$ cat config.mk
export PLATFORM = sky130hd
export DESIGN_NAME = mips_mc_control
export DESIGN_NICKNAME = d
export VERILOG_FILES = /design/src/rtl/mips_mc_control.sv
export SDC_FILE = /design/constraint.sdc
export NUM_CORES = 1
export LEC_CHECK = 0
export ABC_AREA = 1
export BUFFER_PORTS_ARGS = -buffer_cell sky130_fd_sc_hd__buf_2
export CAP_MARGIN = 20
export CORE_MARGIN = 2
export CORE_UTILIZATION = 25
export DETAILED_ROUTE_END_ITERATION = 8
export PLACE_DENSITY_LB_ADDON = 0.15
export SLEW_MARGIN = 20
export SYNTH_ARGS = -nofsm -noshare
export SYNTH_HDL_FRONTEND = slang
export SYNTH_SLANG_ARGS = --single-unit
$ cat constraint.sdc
create_clock -name clk -period 1.26 [get_ports clk]
set_clock_uncertainty 0.05 [all_clocks]
set_input_delay 0.126 -clock clk [delete_from_list [all_inputs] [get_ports clk]]
set_output_delay 0.126 -clock clk [all_outputs]
set_load 0.02 [all_outputs]
$ cat src/rtl/mips_mc_control.sv
// rtl/mips_mc_control.sv - main control FSM for the multicycle MIPS datapath
//
// Ports:
//   clk        system clock, rising edge
//   reset      asynchronous active-low reset
//   Opcode     IR[31:26]
//   Mem_Ready  memory completes the current access this cycle
//   IorD, MemWrite, IRWrite, RegDst, MemtoReg, RegWrite, ALUSrcA,
//   ALUSrcB, ALUOp, PCSrc, PCWrite   datapath selects and strobes
//   Beq, Bne   qualifiers for the external branch-condition logic
//   RegDst31   selects r31 as write register (MIPS_MC_JAL_EN only)
//   Illegal_Op sticky flag, set when an unsupported opcode is decoded
//
// Optional feature: define MIPS_MC_JAL_EN to support JAL (opcode 000011).
module mips_mc_control #(
  parameter int OPW    = 6,
  parameter int ALUOPW = 2
) (
  input  logic              clk,
  input  logic              reset,
  input  logic [OPW-1:0]    Opcode,
  input  logic              Mem_Ready,
  output logic              IorD,
  output logic              MemWrite,
  output logic              IRWrite,
  output logic              RegDst,
  output logic              MemtoReg,
  output logic              RegWrite,
  output logic              ALUSrcA,
  output logic [1:0]        ALUSrcB,
  output logic [ALUOPW-1:0] ALUOp,
  output logic [1:0]        PCSrc,
  output logic              PCWrite,
  output logic              Beq,
  output logic              Bne,
`ifdef MIPS_MC_JAL_EN
  output logic              RegDst31,
`endif
  output logic              Illegal_Op
);

  localparam logic [OPW-1:0] OP_LW    = OPW'(6'b100011);
  localparam logic [OPW-1:0] OP_SW    = OPW'(6'b101011);
  localparam logic [OPW-1:0] OP_RTYPE = OPW'(6'b000000);
  localparam logic [OPW-1:0] OP_BEQ   = OPW'(6'b000100);
  localparam logic [OPW-1:0] OP_BNE   = OPW'(6'b000101);
  localparam logic [OPW-1:0] OP_ADDI  = OPW'(6'b001000);
  localparam logic [OPW-1:0] OP_J     = OPW'(6'b000010);
`ifdef MIPS_MC_JAL_EN
  localparam logic [OPW-1:0] OP_JAL   = OPW'(6'b000011);
`endif

  typedef enum logic [3:0] {
    FETCH  = 4'd0,
    DECODE = 4'd1,
    MEMADR = 4'd2,
    MEMRD  = 4'd3,
    MEMWB  = 4'd4,
    MEMWR  = 4'd5,
    RTEX   = 4'd6,
    RTWB   = 4'd7,
    BRANCH = 4'd8,
    ADDIEX = 4'd9,
    ADDIWB = 4'd10,
    JUMP   = 4'd11
`ifdef MIPS_MC_JAL_EN
    ,JALWB = 4'd12
`endif
  } state_t;

  state_t     state, state_next;
  logic       set_illegal;
  logic       mem_write, ir_write, reg_write, pc_write, beq_q, bne_q;
  logic [1:0] alu_op;
`ifdef MIPS_MC_JAL_EN
  logic       reg_dst31;
`endif

  always_ff @(posedge clk or negedge reset) begin
    if (!reset) begin
      state      <= FETCH;
      Illegal_Op <= 1'b0;
    end else begin
      state <= state_next;
      if (set_illegal) Illegal_Op <= 1'b1;
    end
  end

  always_comb begin
    state_next  = FETCH;
    set_illegal = 1'b0;
    IorD        = 1'b0;
    mem_write   = 1'b0;
    ir_write    = 1'b0;
    RegDst      = 1'b0;
    MemtoReg    = 1'b0;
    reg_write   = 1'b0;
    ALUSrcA     = 1'b0;
    ALUSrcB     = 2'b00;
    alu_op      = 2'b00;
    PCSrc       = 2'b00;
    pc_write    = 1'b0;
    beq_q       = 1'b0;
    bne_q       = 1'b0;
`ifdef MIPS_MC_JAL_EN
    reg_dst31   = 1'b0;
`endif
    case (state)
      FETCH: begin
        ALUSrcB    = 2'b01;
        ir_write   = Mem_Ready;
        pc_write   = Mem_Ready;
        state_next = Mem_Ready ? DECODE : FETCH;
      end
      DECODE: begin
        ALUSrcB = 2'b11;
        case (Opcode)
          OP_LW, OP_SW:   state_next = MEMADR;
          OP_RTYPE:       state_next = RTEX;
          OP_BEQ, OP_BNE: state_next = BRANCH;
          OP_ADDI:        state_next = ADDIEX;
          OP_J:           state_next = JUMP;
`ifdef MIPS_MC_JAL_EN
          OP_JAL: begin
            // Recompute PC+4 here so ALUOut keeps the link address for JALWB.
            ALUSrcB    = 2'b01;
            state_next = JALWB;
          end
`endif
          default: begin
            set_illegal = 1'b1;
            state_next  = FETCH;
          end
        endcase
      end
      MEMADR: begin
        ALUSrcA    = 1'b1;
        ALUSrcB    = 2'b10;
        state_next = (Opcode == OP_SW) ? MEMWR : MEMRD;
      end
      MEMRD: begin
        IorD       = 1'b1;
        state_next = Mem_Ready ? MEMWB : MEMRD;
      end
      MEMWB: begin
        MemtoReg  = 1'b1;
        reg_write = 1'b1;
      end
      MEMWR: begin
        IorD       = 1'b1;
        mem_write  = 1'b1;
        state_next = Mem_Ready ? FETCH : MEMWR;
      end
      RTEX: begin
        ALUSrcA    = 1'b1;
        alu_op     = 2'b10;
        state_next = RTWB;
      end
      RTWB: begin
        RegDst    = 1'b1;
        reg_write = 1'b1;
      end
      BRANCH: begin
        ALUSrcA = 1'b1;
        alu_op  = 2'b01;
        PCSrc   = 2'b01;
        beq_q   = (Opcode == OP_BEQ);
        bne_q   = (Opcode == OP_BNE);
      end
      ADDIEX: begin
        ALUSrcA    = 1'b1;
        ALUSrcB    = 2'b10;
        state_next = ADDIWB;
      end
      ADDIWB: begin
        reg_write = 1'b1;
      end
      JUMP: begin
        PCSrc    = 2'b10;
        pc_write = 1'b1;
      end
`ifdef MIPS_MC_JAL_EN
      JALWB: begin
        reg_write  = 1'b1;
        reg_dst31  = 1'b1;
        state_next = JUMP;
      end
`endif
      default: state_next = FETCH;
    endcase
  end

  // Strobes are gated by reset so nothing writes while reset is held,
  // even though FETCH would otherwise pass Mem_Ready through.
  assign MemWrite = reset & mem_write;
  assign IRWrite  = reset & ir_write;
  assign RegWrite = reset & reg_write;
  assign PCWrite  = reset & pc_write;
  assign Beq      = reset & beq_q;
  assign Bne      = reset & bne_q;
  assign ALUOp    = ALUOPW'(alu_op);
`ifdef MIPS_MC_JAL_EN
  assign RegDst31 = reg_dst31;
`endif

endmodule
* Word level (Yosys, flattened, before mapping)
Cells that the tools add are included.
** Word-level totals
- Register bits :: 5
- Input bits :: 9
- Output and inout bits :: 17
- Word-level logic and storage cells :: 55
** Cells by class
- Equal/unequal tests :: 17
- Muxes and demuxes :: 21
- Bitwise logic cells :: 6
- Reduce and logical (&&, ||, !) cells :: 9
** Operators with widths (count)
- one-hot mux 4 bit (7 select lines) :: 1
- one-hot mux 4 bit (5 select lines) :: 1
- == test 4 x 3 -> 1 bit (second input constant) :: 4
- == test 4 bit (second input constant) :: 4
- == test 6 x 3 -> 1 bit (second input constant) :: 2
- == test 6 bit (second input constant) :: 2
- 2-to-1 mux 1 bit :: 12
- 2-to-1 mux 3 bit :: 3
- == test 4 x 2 -> 1 bit (second input constant) :: 2
- one-hot mux 2 bit (2 select lines) :: 2
- OR reduction 2 bit :: 4
- OR reduction 7 bit :: 1
- bitwise AND 1 bit :: 6
- == test 6 x 2 -> 1 bit (second input constant) :: 1
- == test 6 x 4 -> 1 bit (second input constant) :: 1
- logical NOT 6 bit :: 1
- one-hot mux 2 bit (3 select lines) :: 1
- == test 4 x 1 -> 1 bit (second input constant) :: 1
- logical NOT 4 bit :: 1
- OR reduction 4 bit :: 1
- OR reduction 3 bit :: 1
- one-hot mux 1 bit (2 select lines) :: 1

* Depth between registers and ports, before layout
- Depth in word-level cells :: 4
- Mapped depth :: 7

* Worst setup path before layout
OpenSTA, ideal clock, no wires.
- Path type :: register to output
- Start point :: register state[2]
- End point :: output Beq
- Arrival :: 1.321 ns
- Required time :: 1.084 ns
- Setup slack :: -0.237 ns
- Cell stages (with the launch flop) :: 6
- Path through :: dfrtp_1 inv_2 nand2_1 nor3_2 nand2_1 nor2_1
** On the way
- Cells in the longest elaborated chain, start to end :: 3
** RTL lines
- start, declared :: line 71 : state_t state, state_next;
- start signal, assigned :: line 84 : state <= state_next;
- == test 4 bit :: line 108 : case (state)
- 2-to-1 mux 1 bit :: line 108
- bitwise AND 1 bit :: line 199 : assign Beq = reset & beq_q;
- end, declared :: line 34 : output logic Beq,
Every way passes these cells.

* Worst setup path after layout
- Start point :: register state[2]
- End point :: output Bne
** On the way
- Cells in the longest elaborated chain, start to end :: 3
** RTL lines
- == test 4 bit :: line 108
- 2-to-1 mux 1 bit :: line 108
- bitwise AND 1 bit :: line 200 : assign Bne = reset & bne_q;
- end, declared :: line 35 : output logic Bne,
Every way passes these cells.

==> results.md <==
- Tot Pwr: slightly below 2 mW
- Setup violations, final: 21
- Worst Tran Pin Value: 0.252 ns
- DRC viols: 0
- Clock latency at the later pin of the worst-skew pair: between 0.2 and 0.25 ns
- Hold depth: 4
- Number of fill cells: approximately 200
- Status: finished with violations
- Synth Area in Compound Gates: 8.16%
- Largest net degree at the start of global routing: 7
- Max Root-Sink Buffers: 2
- Post-synth top area share: between 20% and 30%
- Reg power frac: ~16%
- Max Cap Viol: 0
- Final WL: 1.98 mm
- Rel. slew slack: about 83%
- Internal: ~1.0 mW
- Final hold violation count: 0
- Post-Synth Adder-Cell Area: 0%
- Ys Warns: 0
- Starting Density: roughly a quarter
- Simple-Gate Fraction of Synth Area: 54.2%
- Hold Path Class: input port to flip-flop
- CTS root buf: clkbuf_4
- Clock power frac: about a tenth
- CP arrival: about 1.3 ns
- CP endpoint kind: output port
- CP Launch Type: flip-flop
- Critical Path RT: about 1.1 ns
- FP Rows: 17
- I/O Buffers: 25
- Maximum VDD drop: 0.875 mV
- Sw Ratio: between 40% and 50%
- Synth top area cells: dfrtp_1 (23%), nand2_1 (18%), nor2_1 (13%)
- Synth area leader: dfrtp_1
- CTS tree: yes
- Final TNS setup: -3.27 ns
- H-tree depth: 1
- Syn Nets: 112
- Cell variety after synth: 16
- Placer Congestion: approximately 0.8
- Post-synthesis mux area share: 0%
- Io pins: 26
- Failing checks: setup timing
- Number of routed nets with antenna violations: 0
- FF-to-FF path depth: 9
- Vias/cell: 4.41
- Critical path type: flip-flop to output port
- Worst hold margin: between 0.2 and 0.25 ns
- Initial antenna violation count: 0
- Die height: 51.0 um
- Layout area overhead: 130%
- 1st-iter DRT viols: 14
- Number of global-route vias before repair: roughly 770
- Fin nets: roughly 170
- Slew Viols, Final: 0
- Vias post-DR: a little over 800
- Combinational fraction of design power: around three quarters
- Syn Area/Cell: ~5.4 um^2
- Per-cell routed wire length: 10.6 um
- Final period utilization: 121%
- Synth Register Bits: 5
- RSZ-0062 raised after global routing: yes
- DRT Pass-1 Iters: 4
- Fraction of layout cells with a size suffix above 1: between 60% and 70%
- Final Worst Setup Slack: -0.259 ns
- N_diodes: 0
- First-pass GRT wire length: roughly 3 mm
- Die Width: between 50 and 60 um
- Die area: approximately 2600 um^2
- Mapped Area: 552 um^2
- Fmax: 658 MHz
- Syn Inst Count: between 100 and 150
- Total track usage: between 10% and 20%
- Register area share after synthesis: 22.7%
- XOR/XNOR Fraction of Synth Area: 0%
- Std-Cell Core Area: roughly 2100 um^2
- Total CTS buffers: 3
- Fin crit period: 1.52 ns
- Leakage: approximately 0.72 nW
- GRT overflow: 0
- Net Sw Power: 0.905 mW
- Place WS: -0.0835 ns
- Clk sinks: 5
- DP HPWL: ~1.3 mm
- Critical Path Fanout Max: 3
- Reg clk slew, reported paths: about 0.040 ns
- Pwr dens: 1530 nW/um^2
- Largest family of logic cells by synthesized area: simple AND/OR/NAND/NOR gates
-- cells by family (layout without fill, tap and decap cells) --
family,after synthesis,after routing
flops,5,5
simple gates,68,68
buf+inv,22,78
compound gates,8,8
-- worst max-delay path, cell delays in order (launching register included) --
cell,delay [ns]
dfrtp_1,0.38
inv_2,0.11
nand2_4,0.07
nor3_4,0.20
nand2_2,0.13
nor2_4,0.10
buf_6,0.12
-- worst paths after layout --
kind,from,endpoint,slack (ns)
setup / recovery,state[2],Bne,-0.26
hold / removal,Mem_Ready,state[1],0.24
setup reg to reg,state[0],state[2],-0.09
hold reg to reg,Illegal_Op,Illegal_Op,0.43
max in group asynchronous,reset,state[0],0.64
min in group asynchronous,reset,state[1],0.30
-- area by class of cell --
| cell class | instances | area [um^2] | area share (%) |
|---|---|---|---|
| multi-input combinational | 76 | 536 | 42.2 |
| timing repair buffer | 52 | 450 | 35.5 |
| sequential | 5 | 129 | 10.2 |
| inverter | 22 | 92.6 | 7.30 |
| tap | 28 | 35.0 | 2.76 |
| clock buffer | 4 | 26.3 | 2.07 |
-- power by group through the flow --
stage,Clock [mW],Combinational (mW),Sequential (mW)
finish,0.181,1.46,0.309
global route,0.205,1.56,0.320
CTS,0.191,1.12,0.301
detailed placement,0,0.780,0.278
global placement,0,0.788,0.275
floorplan,0,0.495,0.273
-- placed cells by master (no fill, tap or decap) --
master / netlist / layout
inv_4: 0 / 4
buf_2: 0 / 10
o21ai_1: 3 / 3
nor2_2: 4 / 7
o21ai_2: 0 / 2
nand2_2: 2 / 10
o21a_1: 1 / 1
nor3_4: 0 / 2
nand3_2: 0 / 5
dfrtp_2: 0 / 3
clkbuf_4: 0 / 3
nand2_4: 0 / 7
nand4_1: 2 / 2
inv_2: 8 / 8
dfrtp_1: 5 / 2
o21bai_1: 1 / 1
nand3_1: 13 / 7
buf_6: 0 / 22
clkbuf_1: 0 / 1
a21oi_2: 0 / 1
inv_1: 14 / 10
dlygate4sd3_1: 0 / 1
nor2_4: 0 / 6
nand2_1: 26 / 11
nand3_4: 0 / 1
nor2_1: 19 / 10
buf_4: 0 / 19
-- routing by layer --
metal | track usage [%] | routed length, um | up-vias
met2 | 27.1 | 1110 | 11
met4 | 5.41 | 0 | 0
met5 | 0 | 0 | -
met1 | 18.0 | 827 | 386
met3 | 1.75 | 39 | 0
li1 | - | - | 428
-- synthesized netlist by cell type, drive strengths merged --
cell type   n
nand3      13
nand4       2
dfrtp       5
nand2      28
nor3        2
a21oi       1
o21bai      1
o21ai       5
inv        22
nor2       23
o21a        1
-- stage by stage --
step / instances / area, um^2 / utilization (%)
floorplan: 103 / 592 / -
global placement: 168 / 842 / 39.2
detailed placement: 168 / 842 / 39.2
CTS: 180 / 1070 / 49.9
global route: 187 / 1270 / 59.1
finish: 187 / 1270 / 59.1
-- flip-flops by register name (all words and copies together), names as in the netlist --
register / flops
Illegal_Op: 1
state: 4
-- repair_timing --
action / in CTS / in global routing
pin swaps: 10 / 18
resized for setup: 47 / 43
setup buffers: 7 / 9
hold buffers: 1 / 0
hold endpoints to repair: 5 / 0
setup endpoints to repair: 17 / 21
(Power assumes the default switching activity.)
